### src/rtl/traffic_phase_ctrl_if.sv
// Intersection light-phase bus: tick/enable in, six light requests plus phase/countdown out.
// Pure wiring; no storage, so it adds no latency.
// No flow control; the controller consumes the tick strobe unconditionally. NIGHT_FLASH_EN adds night_req.
interface traffic_phase_ctrl_if #(
   parameter int CNT_W = 6
);
   logic             sec_tick;
   logic             en;
`ifdef NIGHT_FLASH_EN
   logic             night_req;
`endif
   logic             north_red_time_pos;
   logic             north_green_time_pos;
   logic             north_yellow_time_pos;
   logic             west_red_time_pos;
   logic             west_green_time_pos;
   logic             west_yellow_time_pos;
   logic [2:0]       phase;
   logic [CNT_W-1:0] remain;
   logic             phase_done;

   // Controller side
   modport master (
      input  sec_tick,
      input  en,
`ifdef NIGHT_FLASH_EN
      input  night_req,
`endif
      output north_red_time_pos,
      output north_green_time_pos,
      output north_yellow_time_pos,
      output west_red_time_pos,
      output west_green_time_pos,
      output west_yellow_time_pos,
      output phase,
      output remain,
      output phase_done
   );

   // Timebase / LED register stage side
   modport slave (
      output sec_tick,
      output en,
`ifdef NIGHT_FLASH_EN
      output night_req,
`endif
      input  north_red_time_pos,
      input  north_green_time_pos,
      input  north_yellow_time_pos,
      input  west_red_time_pos,
      input  west_green_time_pos,
      input  west_yellow_time_pos,
      input  phase,
      input  remain,
      input  phase_done
   );
endinterface

### src/rtl/traffic_phase_ctrl.sv
// North/west phase sequencer: green -> yellow -> all-red per direction, counted on 1 Hz ticks.
// Phase/remain update on the counted tick edge; lights and phase_done follow one clk later.
// No backpressure; ticks arriving while en=0 (or on the en rising cycle) are dropped. Optional NIGHT_FLASH_EN.
module traffic_phase_ctrl #(
   parameter int GREEN_T  = 30,
   parameter int YELLOW_T = 3,
   parameter int ALLRED_T = 2,
   parameter int CNT_W    = 6
) (
   input  logic                  clk,
   input  logic                  rst_n,
   traffic_phase_ctrl_if.master  bus
);

   typedef enum logic [2:0] {
      NS_GRN = 3'd0,
      NS_YEL = 3'd1,
      RED_A  = 3'd2,
      WE_GRN = 3'd3,
      WE_YEL = 3'd4,
      RED_B  = 3'd5
`ifdef NIGHT_FLASH_EN
      , FLASH = 3'd6
`endif
   } state_t;

   // Countdown reload values: the counter holds "ticks left minus one".
   localparam logic [CNT_W-1:0] G_LD  = CNT_W'(GREEN_T - 1);
   localparam logic [CNT_W-1:0] Y_LD  = CNT_W'(YELLOW_T - 1);
   localparam logic [CNT_W-1:0] AR_LD = CNT_W'(ALLRED_T - 1);
   localparam logic [CNT_W-1:0] ONE   = CNT_W'(1);

   // Light vector order: {n_red, n_green, n_yellow, w_red, w_green, w_yellow}
   localparam logic [5:0] L_BOTH_RED = 6'b100_100;

   state_t           state;
   state_t           prev_state;
   state_t           nxt_state;
   logic [CNT_W-1:0] remain;
   logic [CNT_W-1:0] nxt_load;
   logic [5:0]       lights_q;
   logic             phase_done_q;
   logic             en_d;
   logic             step;
`ifdef NIGHT_FLASH_EN
   logic             flash_yel;
`endif

   // A tick counts only when en was already high on the previous cycle, so a
   // tick landing on the enable rising edge is dropped.
   assign step = bus.en && en_d && bus.sec_tick;

   function automatic logic [5:0] decode(input state_t s);
      case (s)
         NS_GRN:  decode = 6'b010_100;
         NS_YEL:  decode = 6'b001_100;
         WE_GRN:  decode = 6'b100_010;
         WE_YEL:  decode = 6'b100_001;
         default: decode = L_BOTH_RED;
      endcase
   endfunction

   // Successor phase and its countdown reload when the current phase expires.
   always_comb begin
      nxt_state = RED_B;
      nxt_load  = AR_LD;
      case (state)
         RED_B:   begin nxt_state = NS_GRN; nxt_load = G_LD;  end
         NS_GRN:  begin nxt_state = NS_YEL; nxt_load = Y_LD;  end
         NS_YEL:  begin nxt_state = RED_A;  nxt_load = AR_LD; end
         RED_A:   begin nxt_state = WE_GRN; nxt_load = G_LD;  end
         WE_GRN:  begin nxt_state = WE_YEL; nxt_load = Y_LD;  end
         WE_YEL:  begin nxt_state = RED_B;  nxt_load = AR_LD; end
         default: begin nxt_state = RED_B;  nxt_load = AR_LD; end
      endcase
`ifdef NIGHT_FLASH_EN
      // Night flash can only be entered from an all-red clearance phase.
      if ((state == RED_A || state == RED_B) && bus.night_req) begin
         nxt_state = FLASH;
         nxt_load  = '0;
      end
`endif
   end

   // Phase FSM with countdown, registered light decode and change pulse.
   always_ff @(posedge clk or negedge rst_n) begin
      if (!rst_n) begin
         state        <= RED_B;
         prev_state   <= RED_B;
         remain       <= AR_LD;
         lights_q     <= L_BOTH_RED;
         phase_done_q <= 1'b0;
         en_d         <= 1'b0;
`ifdef NIGHT_FLASH_EN
         flash_yel    <= 1'b0;
`endif
      end else begin
         en_d         <= bus.en;
         prev_state   <= state;
         phase_done_q <= (state != prev_state);
         lights_q     <= decode(state);
`ifdef NIGHT_FLASH_EN
         if (state == FLASH)
            lights_q <= {2'b00, flash_yel, 2'b00, flash_yel};
`endif
         case (state)
            NS_GRN, NS_YEL, RED_A, WE_GRN, WE_YEL, RED_B: begin
               if (step) begin
                  if (remain != '0) begin
                     remain <= remain - ONE;
                  end else begin
                     state  <= nxt_state;
                     remain <= nxt_load;
`ifdef NIGHT_FLASH_EN
                     if (nxt_state == FLASH)
                        flash_yel <= 1'b1;
`endif
                  end
               end
            end
`ifdef NIGHT_FLASH_EN
            FLASH: begin
               if (step) begin
                  if (!bus.night_req) begin
                     state  <= RED_B;
                     remain <= AR_LD;
                  end else begin
                     flash_yel <= ~flash_yel;
                  end
               end
            end
`endif
            default: begin
               // Unused code: fall back to a safe all-red clearance.
               state  <= RED_B;
               remain <= AR_LD;
            end
         endcase
      end
   end

   assign bus.north_red_time_pos    = lights_q[5];
   assign bus.north_green_time_pos  = lights_q[4];
   assign bus.north_yellow_time_pos = lights_q[3];
   assign bus.west_red_time_pos     = lights_q[2];
   assign bus.west_green_time_pos   = lights_q[1];
   assign bus.west_yellow_time_pos  = lights_q[0];
   assign bus.phase                 = state;
   assign bus.remain                = remain;
   assign bus.phase_done            = phase_done_q;

endmodule

### src/flat_wrapper.sv
// flat-port wrapper written by rule: the top's interface ports become plain ports
module traffic_phase_ctrl_flat 
#(
   parameter int GREEN_T  = 30,
   parameter int YELLOW_T = 3,
   parameter int ALLRED_T = 2,
   parameter int CNT_W    = 6
)
  (clk, rst_n, bus_sec_tick, bus_en, bus_north_red_time_pos, bus_north_green_time_pos, bus_north_yellow_time_pos, bus_west_red_time_pos, bus_west_green_time_pos, bus_west_yellow_time_pos, bus_phase, bus_remain, bus_phase_done);
  traffic_phase_ctrl_if #(.CNT_W(CNT_W)) bus_i ();
  input  logic clk;
  input  logic rst_n;
  input wire logic [$bits(bus_i.sec_tick)-1:0] bus_sec_tick;
  input wire logic [$bits(bus_i.en)-1:0] bus_en;
  output wire logic [$bits(bus_i.north_red_time_pos)-1:0] bus_north_red_time_pos;
  output wire logic [$bits(bus_i.north_green_time_pos)-1:0] bus_north_green_time_pos;
  output wire logic [$bits(bus_i.north_yellow_time_pos)-1:0] bus_north_yellow_time_pos;
  output wire logic [$bits(bus_i.west_red_time_pos)-1:0] bus_west_red_time_pos;
  output wire logic [$bits(bus_i.west_green_time_pos)-1:0] bus_west_green_time_pos;
  output wire logic [$bits(bus_i.west_yellow_time_pos)-1:0] bus_west_yellow_time_pos;
  output wire logic [$bits(bus_i.phase)-1:0] bus_phase;
  output wire logic [$bits(bus_i.remain)-1:0] bus_remain;
  output wire logic [$bits(bus_i.phase_done)-1:0] bus_phase_done;
  assign bus_i.sec_tick = bus_sec_tick;
  assign bus_i.en = bus_en;
  assign bus_north_red_time_pos = bus_i.north_red_time_pos;
  assign bus_north_green_time_pos = bus_i.north_green_time_pos;
  assign bus_north_yellow_time_pos = bus_i.north_yellow_time_pos;
  assign bus_west_red_time_pos = bus_i.west_red_time_pos;
  assign bus_west_green_time_pos = bus_i.west_green_time_pos;
  assign bus_west_yellow_time_pos = bus_i.west_yellow_time_pos;
  assign bus_phase = bus_i.phase;
  assign bus_remain = bus_i.remain;
  assign bus_phase_done = bus_i.phase_done;
  traffic_phase_ctrl #(.GREEN_T(GREEN_T), .YELLOW_T(YELLOW_T), .ALLRED_T(ALLRED_T), .CNT_W(CNT_W)) u_core (.clk(clk), .rst_n(rst_n), .bus(bus_i));
endmodule
### config.mk
export PLATFORM = sky130hd
export DESIGN_NAME = traffic_phase_ctrl_flat
export DESIGN_NICKNAME = d
export VERILOG_FILES = /design/src/rtl/traffic_phase_ctrl_if.sv /design/src/rtl/traffic_phase_ctrl.sv /design/src/flat_wrapper.sv
export SDC_FILE = /design/constraint.sdc
export NUM_CORES = 1
export LEC_CHECK = 0
export BUFFER_PORTS_ARGS = -buffer_cell sky130_fd_sc_hd__buf_2
export CORE_MARGIN = 1.5
export CORE_UTILIZATION = 46
export CTS_CLUSTER_SIZE = 10
export DETAILED_ROUTE_END_ITERATION = 6
export GPL_ROUTABILITY_DRIVEN = 0
export GPL_TIMING_DRIVEN = 0
export HOLD_SLACK_MARGIN = 0.1
export PLACE_DENSITY = 0.76
export SETUP_SLACK_MARGIN = 0.3
export SYNTH_ARGS = -nofsm -noshare
export SYNTH_HDL_FRONTEND = slang
export SYNTH_SLANG_ARGS = --single-unit
### constraint.sdc
create_clock -name clk -period 1.5 [get_ports clk]
set_input_delay 0.15 -clock clk [delete_from_list [all_inputs] [get_ports clk]]
set_output_delay 0.15 -clock clk [all_outputs]
set_load 0.01 [all_outputs]
==> results.txt, run 1 <==
The clock-pin slew on the worst setup and hold paths came out at 0.12 ns. The number of nets produced by synthesis came out at 95. The starting utilization of the core area is 0.479. The number of global-route vias before repair is 631. The endpoint kind of the worst setup timing path is a register. The flip-flop and latch count after synthesis came out at 20. The placeable core region is 0.00194 mm^2. The total CTS buffers is 3.

Walking the worst path, the cells encountered are inv_2 -> ha_4 -> nor2b_4 -> nor2_1 -> mux2_4 -> a32o_1. Setup slack closes at 0.0434 ns. For this run, design rule violations remaining after detail routing come to 0. The number of cells in the finished layout apart from fillers came out at 150. Together, buffers and inverters on the worst path number 1. The detailed-placement wirelength estimate came out at 1180 um.

The average wire per cell in the routed design is 12.4 um. The CTS H-tree depth is 1. Hold timing on the final database bottoms out at a slack of 0.306 ns.

The layout overhead on the synthesized area came out at 39.0%. The combined area of the multi-input logic cells is 464 um^2. The critical path start-end classification is register to register. Input and output buffers added on the ports amount to 19. The worst endpoint data arrival time came out at 1.66 ns. The run finished with clean final reports. 20 I/O pins were placed.

Summed over all failing endpoints, the final setup total negative slack is 0 ns. The power per cell area is 2120 mW/mm^2. The critical path ends at u_core.bus.remain[4]. The total net switching power came out at 1.00 mW.

The smallest clock period supported by the final layout is computed as 1.46 ns. The actual slew at the worst max-slew pin came out at 0.426 ns. The repair_antennas step left the layout with diodes totalling 0. The period utilization is 0.971.

Setup violations remaining at the end of the flow were counted as 0. The switching part of the total came out at 0.366. The detailed router finished its first iteration with 12 violations.

The highest clock frequency the design can meet came out at 687 MHz. The total number of placement rows came out at 16. The origin of the worst setup path is u_core.bus.remain[1]. The number of library cell types mapped by synthesis came out at 30.

The maximum net fanout on the critical path came out at 6. The number of warnings issued by yosys is 0. The cell depth of the worst flop-to-flop path is 6. The synthesized netlist occupies a cell area of 931 um^2. Clock tree synthesis selected as its root buffer the cell sky130_fd_sc_hd__clkbuf_4. The die height came out at 48.0 um. The leakage power summed over all cells is 0.600 nW. Counting buffers and inverters, the worst setup path is 6 cells deep.

The most used flip-flop cell after synthesis is sky130_fd_sc_hd__dfrtp_1. The number of max-slew violations in the final report came out at 0. The via count is 774. The average cell area after synthesis came out at 10.5 um^2.

Ranked by total cell area, the synthesized netlist is headed by sky130_fd_sc_hd__dfrtp_1, sky130_fd_sc_hd__dfstp_2, sky130_fd_sc_hd__xnor2_1. The area enclosed by the die boundary is 0.00230 mm^2. The detail route stage leaves a number of antenna-violating nets equal to 0. The first global-routing pass estimated 2620 um of wire. At the end of the flow, the number of nets in the layout was 130. The clock tree from TritonCTS is yes. The number of synthesized flops with an enable pin is 0. The clock network power share came out at 0.161. The number of antenna violations at the first check in global routing was 0. The pre-CTS worst setup slack is -0.0743 ns. The type of the worst min-delay path is input pin to async pin. The register area share after synthesis came out at 0.547. The reg-to-reg critical path endpoint is u_core.bus.remain[4]. The total clock sinks came out at 20. The detailed-route vias per instance is 5.16. Counting the fill cells in the layout gives 161.

The largest individual stage delay along the critical path comes from the cell sky130_fd_sc_hd__dfrtp_1. In this run the register-to-register setup slack is 0.04 ns. Entering global routing, the biggest net connects 21 pins. The final routed wirelength across all metal layers is 1870 um. The clock latency on the worst-skew pair is 0.30 ns. Max-cap violations in this run came to 0.

The leftover overflow at the end of global routing came out at 0. The internal power of the cells is 1.74 mW. sky130_fd_sc_hd__dfrtp_1 takes more of the synthesized area than any other cell. For the worst setup path, the data required time is 1.70 ns. Of all flip-flops after synthesis, the portion carrying an async set or reset was 1.00. The share of total power dissipated in combinational logic is 0.496. In this run the critical register-to-register path is launched from u_core.bus.remain[1]. The final count of hold timing violations came out at 0.

Of the cells placed in the final design, the portion with a size suffix greater than 1 is 0.520. The number of placed instances with taps included is 135. Setup repair after global routing could not meet its margin everywhere. Headroom to the max-slew limit came out at 0.716.

The portion of synthesized cell area occupied by the leading cell type came out at 0.349. The cell family contributing the most delay on the critical path is flip-flops. Registers take 512 um^2. The peak ir drop on the vdd network is 0.00117 V. By instance count, the leading cell after synthesis is sky130_fd_sc_hd__dfrtp_1. The highest cell delay on the worst timing path is 0.41 ns. The global router's overall resource usage came out at 0.166.

The maximum clock insertion buffer count is 2. The worst clock skew is 0.00572 ns. Synthesis produced 89 cells. STA classifies the critical path startpoint as a register. From left edge to right edge, the die measures 48.0 um. The post-route core utilization is 0.666. The commonest cells after synthesis are sky130_fd_sc_hd__dfrtp_1, sky130_fd_sc_hd__nor2_1, sky130_fd_sc_hd__dfstp_2, sky130_fd_sc_hd__nand3_1, sky130_fd_sc_hd__nand2_1. The proportion of power drawn by flip-flops and latches is 0.343. The first-pass iteration count of the detailed router came out at 6.
[power by group through the flow]
stage	sequential, mW	clock, mW	combinational [mW]
floorplan	1.05	0	0.662
global placement	0.958	0	1.03
detailed placement	0.970	0	1.05
CTS	0.942	0.445	1.19
global route	0.972	0.470	1.49
finish	0.941	0.440	1.36
[stage by stage]
stage / power [mW] / instance area [um^2]
after detailed placement: 2.02 / 1110
after global placement: 1.99 / 1110
final: 2.74 / 1290
after global routing: 2.94 / 1290
after CTS: 2.58 / 1240
after floorplan: 1.71 / 980
[cells in the final DEF (no fill, tap or decap), types with 3 or more instances in the layout]
cell                       instances
sky130_fd_sc_hd__dfstp_2           7
sky130_fd_sc_hd__nand3_1           5
sky130_fd_sc_hd__xnor2_1           5
sky130_fd_sc_hd__buf_4            10
sky130_fd_sc_hd__buf_2            21
sky130_fd_sc_hd__clkbuf_4          3
sky130_fd_sc_hd__dfrtp_1          11
sky130_fd_sc_hd__nand2_1           5
sky130_fd_sc_hd__inv_2             3
sky130_fd_sc_hd__nor2_1            8
[repair_timing]
| item | in CTS | in global routing |
|---|---|---|
| buffers inserted | 6 | 3 |
| resized for setup | 8 | 5 |
| endpoints found under the setup margin | 14 | 11 |
| hold buffers | 2 | 0 |
| pin swaps | 6 | 2 |
| hold endpoints to repair | 21 | 0 |
[kinds of logic after synthesis]
logic type,after synthesis,synth area share
compound gates,10,0.0672
xor+xnor,6,0.0565
fa+ha+maj,2,0.0269
buf+inv,9,0.0403
flops,20,0.547
mux,3,0.0349
simple gates,39,0.227
[how the worst min path moves through the flow]
stage	start	to	slack, ns	depth (start not counted)
4_1_cts	rst_n	u_core.bus.phase_done	0.32	2
3_5_place_dp	rst_n	u_core.bus.phase_done	0.11	1
6_report	rst_n	u_core.bus.remain[1]	0.31	2
2_1_floorplan	rst_n	u_core.bus.phase[1]	-0.15	0
5_1_grt	rst_n	u_core.bus.phase_done	0.35	2
3_3_place_gp	rst_n	u_core.bus.phase_done	0.11	1
[cell type report]
class | instances | share of cell area
clock buffers | 3 | 0.0174
multi-input cells | 60 | 0.359
plain buffers | 5 | 0.0213
well taps | 27 | 0.0261
repair buffers | 30 | 0.146
inverters | 4 | 0.0116
clock inverters | 1 | 0.0232
flip-flops and latches | 20 | 0.396
[per-layer routing]
layer  up-vias  GRT usage  routed length, um
met1       376      0.205                814
met2        27      0.283                951
met4         0     0.0649                 12
li1        367          -                  -
met5         -          0                  0
met3         4     0.0340                 87
[state kept, by name (all words and copies together), names as in the netlist, named ones only]
register,count
u_core.prev_state,3
u_core.en_d,1
u_core.bus.remain,6
u_core.lights_q,6
u_core.bus.phase_done,1
u_core.bus.phase,2
(Power assumes the default switching activity.)
==> run 2, diff against run 1 <==
--- a/config.mk
+++ b/config.mk
@@ -14,6 +14,7 @@
 export GPL_TIMING_DRIVEN = 0
 export HOLD_SLACK_MARGIN = 0.1
 export PLACE_DENSITY = 0.76
+export RECOVER_POWER = 50
 export SETUP_SLACK_MARGIN = 0.3
 export SYNTH_ARGS = -nofsm -noshare
 export SYNTH_HDL_FRONTEND = slang
==> run 2 against run 1 <==
  * Combinational power about the same
  * Register-to-register slack about the same
  * Cell area is 0.29% lower
  * Power down 0.32%
  * Global-route usage unchanged
  * Non-clock buffer count stayed put
  * Cell count unchanged
  * Clock skew hardly changed
  * Clock power about the same
  * Sequential power is essentially flat
  * Hold slack hardly changed
==> results.txt, run 2 (synthesis results as in run 1) <==
Clock latency on the worst-skew pair, taken at its later pin, is 0.30 ns. The peak ir drop on the vdd network is 0.00117 V. The maximum clock insertion buffer count came out at 2. The type of the worst min-delay path is input pin to async pin. The minimum clock period after layout is 1.46 ns.

The leftover overflow at the end of global routing came out at 0. Setup slack on the critical path of the routed design comes to 0.0441 ns. The worst-case headroom to the max-slew limit is 0.716. At the worst endpoint, the required time is 1.70 ns. The final-layout fill cell count came out at 162. The first global-routing pass estimated 2620 um of wire.

Derived from the worst setup path, the maximum achievable clock frequency is 687 MHz. Row generation in the floorplan step produced 16 rows. The die height came out at 48.0 um.

The final count of hold timing violations is 0. In this run the critical register-to-register path is launched from u_core.bus.remain[1]. In this design, the stage delay of the slowest critical-path cell is 0.41 ns.

The DRC violations left came out at 0. In this run, the number of DRC markers left after iteration 0 of detailed routing was 11. For this design the ratio of total power to cell area is 2120 mW/mm^2. The max-cap check violation count came out at 0. The number of buffers and inverters on the critical path is 1. The endpoint kind of the worst setup timing path is a register. The number of global-route vias before repair is 631. The global router's overall resource usage is 0.166.

The critical-path cell with the highest stage delay is sky130_fd_sc_hd__dfrtp_1. The worst setup path is of the register to register kind. The floorplan step defined a die boundary enclosing 0.00230 mm^2. The leakage power summed over all cells is 0.589 nW.

In this run the worst setup path begins at u_core.bus.remain[1]. The floorplan step set the die width to 48.0 um. After clock tree synthesis, the clock-pin slew on the worst setup and hold paths is 0.12 ns. The largest net degree at the start of global routing is 21. In the layout the commonest cells are sky130_fd_sc_hd__buf_2, sky130_fd_sc_hd__dfrtp_1, sky130_fd_sc_hd__buf_4.

The sequential cell area is 512 um^2. The layout cell share with drive strength beyond 1 came out at 0.488. The worst endpoint data arrival time is 1.66 ns. The pre-CTS worst setup slack is -0.0743 ns.

The cell family contributing the most delay on the critical path is flip-flops. The number of max-slew violations in the final report is 0. The final routed wirelength across all metal layers came out at 1870 um.

The starting utilization of the core area is 0.479. The number of placed I/O pins came out at 20. The layout overhead on the synthesized area is 38.6%. The run finished with clean final reports. The final net count came out at 130. The number of antenna violations at the first check in global routing came to 0. In the final layout, the registers with the most flip-flops are u_core.bus.remain x6, u_core.lights_q x6, u_core.prev_state x3.

TritonCTS created 3 clock buffers. The CTS H-tree depth came out at 1. The core region is 0.00194 mm^2. The final-report setup violation count is 0. The number of antenna diodes in the final layout is 0. The commonest non-fill, non-tap cell in the layout is sky130_fd_sc_hd__buf_2.

The average wire per cell in the routed design came out at 12.4 um. The combined area of the multi-input logic cells came out at 464 um^2. Of the available clock period, the critical path in the final layout requires 0.971. The startpoint type of the worst setup path is a register. The total clock sinks is 20.

The routed layout has 771 vias. The setup total negative slack is 0 ns. The detailed-route vias per instance is 5.14. The detailed-placement wirelength estimate is 1180 um. Setup repair after global routing could not meet its margin everywhere. The critical path goes through inv_2 -> ha_4 -> nor2b_4 -> nor2_1 -> mux2_4 -> a32o_1. The worst clock skew is 0.00579 ns. The remaining antenna violation count after routing is 0. In this run the worst path has a maximum fanout of 6. Before antenna repair, the detailed router went through 6 iterations. During placement, the flow inserted port buffers numbering 19. Clock tree synthesis selected as its root buffer the cell sky130_fd_sc_hd__clkbuf_4. The clock tree from TritonCTS is yes. For the pin with the worst max-slew slack, the measured transition is 0.426 ns.
==> run 2: cell count changes in the layout (fill, tap and decap cells not counted), sizes merged <==
cell and delta:
clkbuf +3, buf -3
==> run 2: layout make-up <==
| cell class | instances | share of cell area |
|---|---|---|
| Buffer | 5 | 0.0213 |
| Clock buffer | 3 | 0.0175 |
| Clock inverter | 1 | 0.0233 |
| Inverter | 4 | 0.0116 |
| Multi-Input combinational cell | 60 | 0.360 |
| Sequential cell | 20 | 0.397 |
| Tap cell | 27 | 0.0262 |
| Timing Repair Buffer | 30 | 0.144 |
==> run 2: worst paths after layout <==
check | end | slack (ns) | cells past startpoint
max reg2reg | u_core.bus.remain[4] | 0.04 | 6
max in group asynchronous | u_core.prev_state[0] | 0.86 | 2
min reg2reg | u_core.prev_state[0] | 0.39 | 0
min in group clk | u_core.prev_state[0] | 0.39 | 0
min | u_core.bus.remain[1] | 0.31 | 2
max | u_core.bus.remain[4] | 0.04 | 6
==> run 2: power breakdown <==
part	internal (mW)	total (mW)	switching, mW
Combinational	0.661	1.35	0.691
Sequential	0.799	0.940	0.141
Clock	0.270	0.440	0.170
Total	1.73	2.73	1.00
==> run 2: metrics by stage <==
stage | instance area [um^2] | utilization | instances | total power, mW | hold WS (ns)
after floorplan | 980 | - | 89 | 1.71 | -0.146
after global placement | 1110 | 0.571 | 135 | 1.99 | 0.109
after detailed placement | 1110 | 0.571 | 135 | 2.02 | 0.114
after CTS | 1240 | 0.641 | 147 | 2.58 | 0.316
after global routing | 1290 | 0.664 | 150 | 2.93 | 0.348
final | 1290 | 0.664 | 150 | 2.73 | 0.306
==> run 2: timing repair <==
| action | CTS | global route |
|---|---|---|
| pin swaps | 6 | 2 |
| resized for setup | 8 | 5 |
| endpoints found under the hold margin | 21 | 0 |
| gates cloned | 0 | 0 |
| hold buffers | 2 | 0 |
| setup endpoints to repair | 14 | 11 |
| buffers inserted | 6 | 3 |
==> run 2: per-layer routing <==
metal | routed length, um | vias up | GRT usage | share of wire
met5 | 0 | - | 0 | 0
met4 | 9 | 0 | 0.0649 | 0.0048
met3 | 86 | 2 | 0.0340 | 0.046
met2 | 954 | 25 | 0.283 | 0.51
met1 | 816 | 377 | 0.205 | 0.44
li1 | - | 367 | - | -
==> run 2: worst reg2reg max path, stage by stage, from the launching register on <==
cell                      delay [ns]
sky130_fd_sc_hd__dfrtp_1        0.41
sky130_fd_sc_hd__inv_2          0.09
sky130_fd_sc_hd__ha_4           0.13
sky130_fd_sc_hd__nor2b_4        0.20
sky130_fd_sc_hd__nor2_1         0.06
sky130_fd_sc_hd__mux2_4         0.27
sky130_fd_sc_hd__a32o_1         0.20
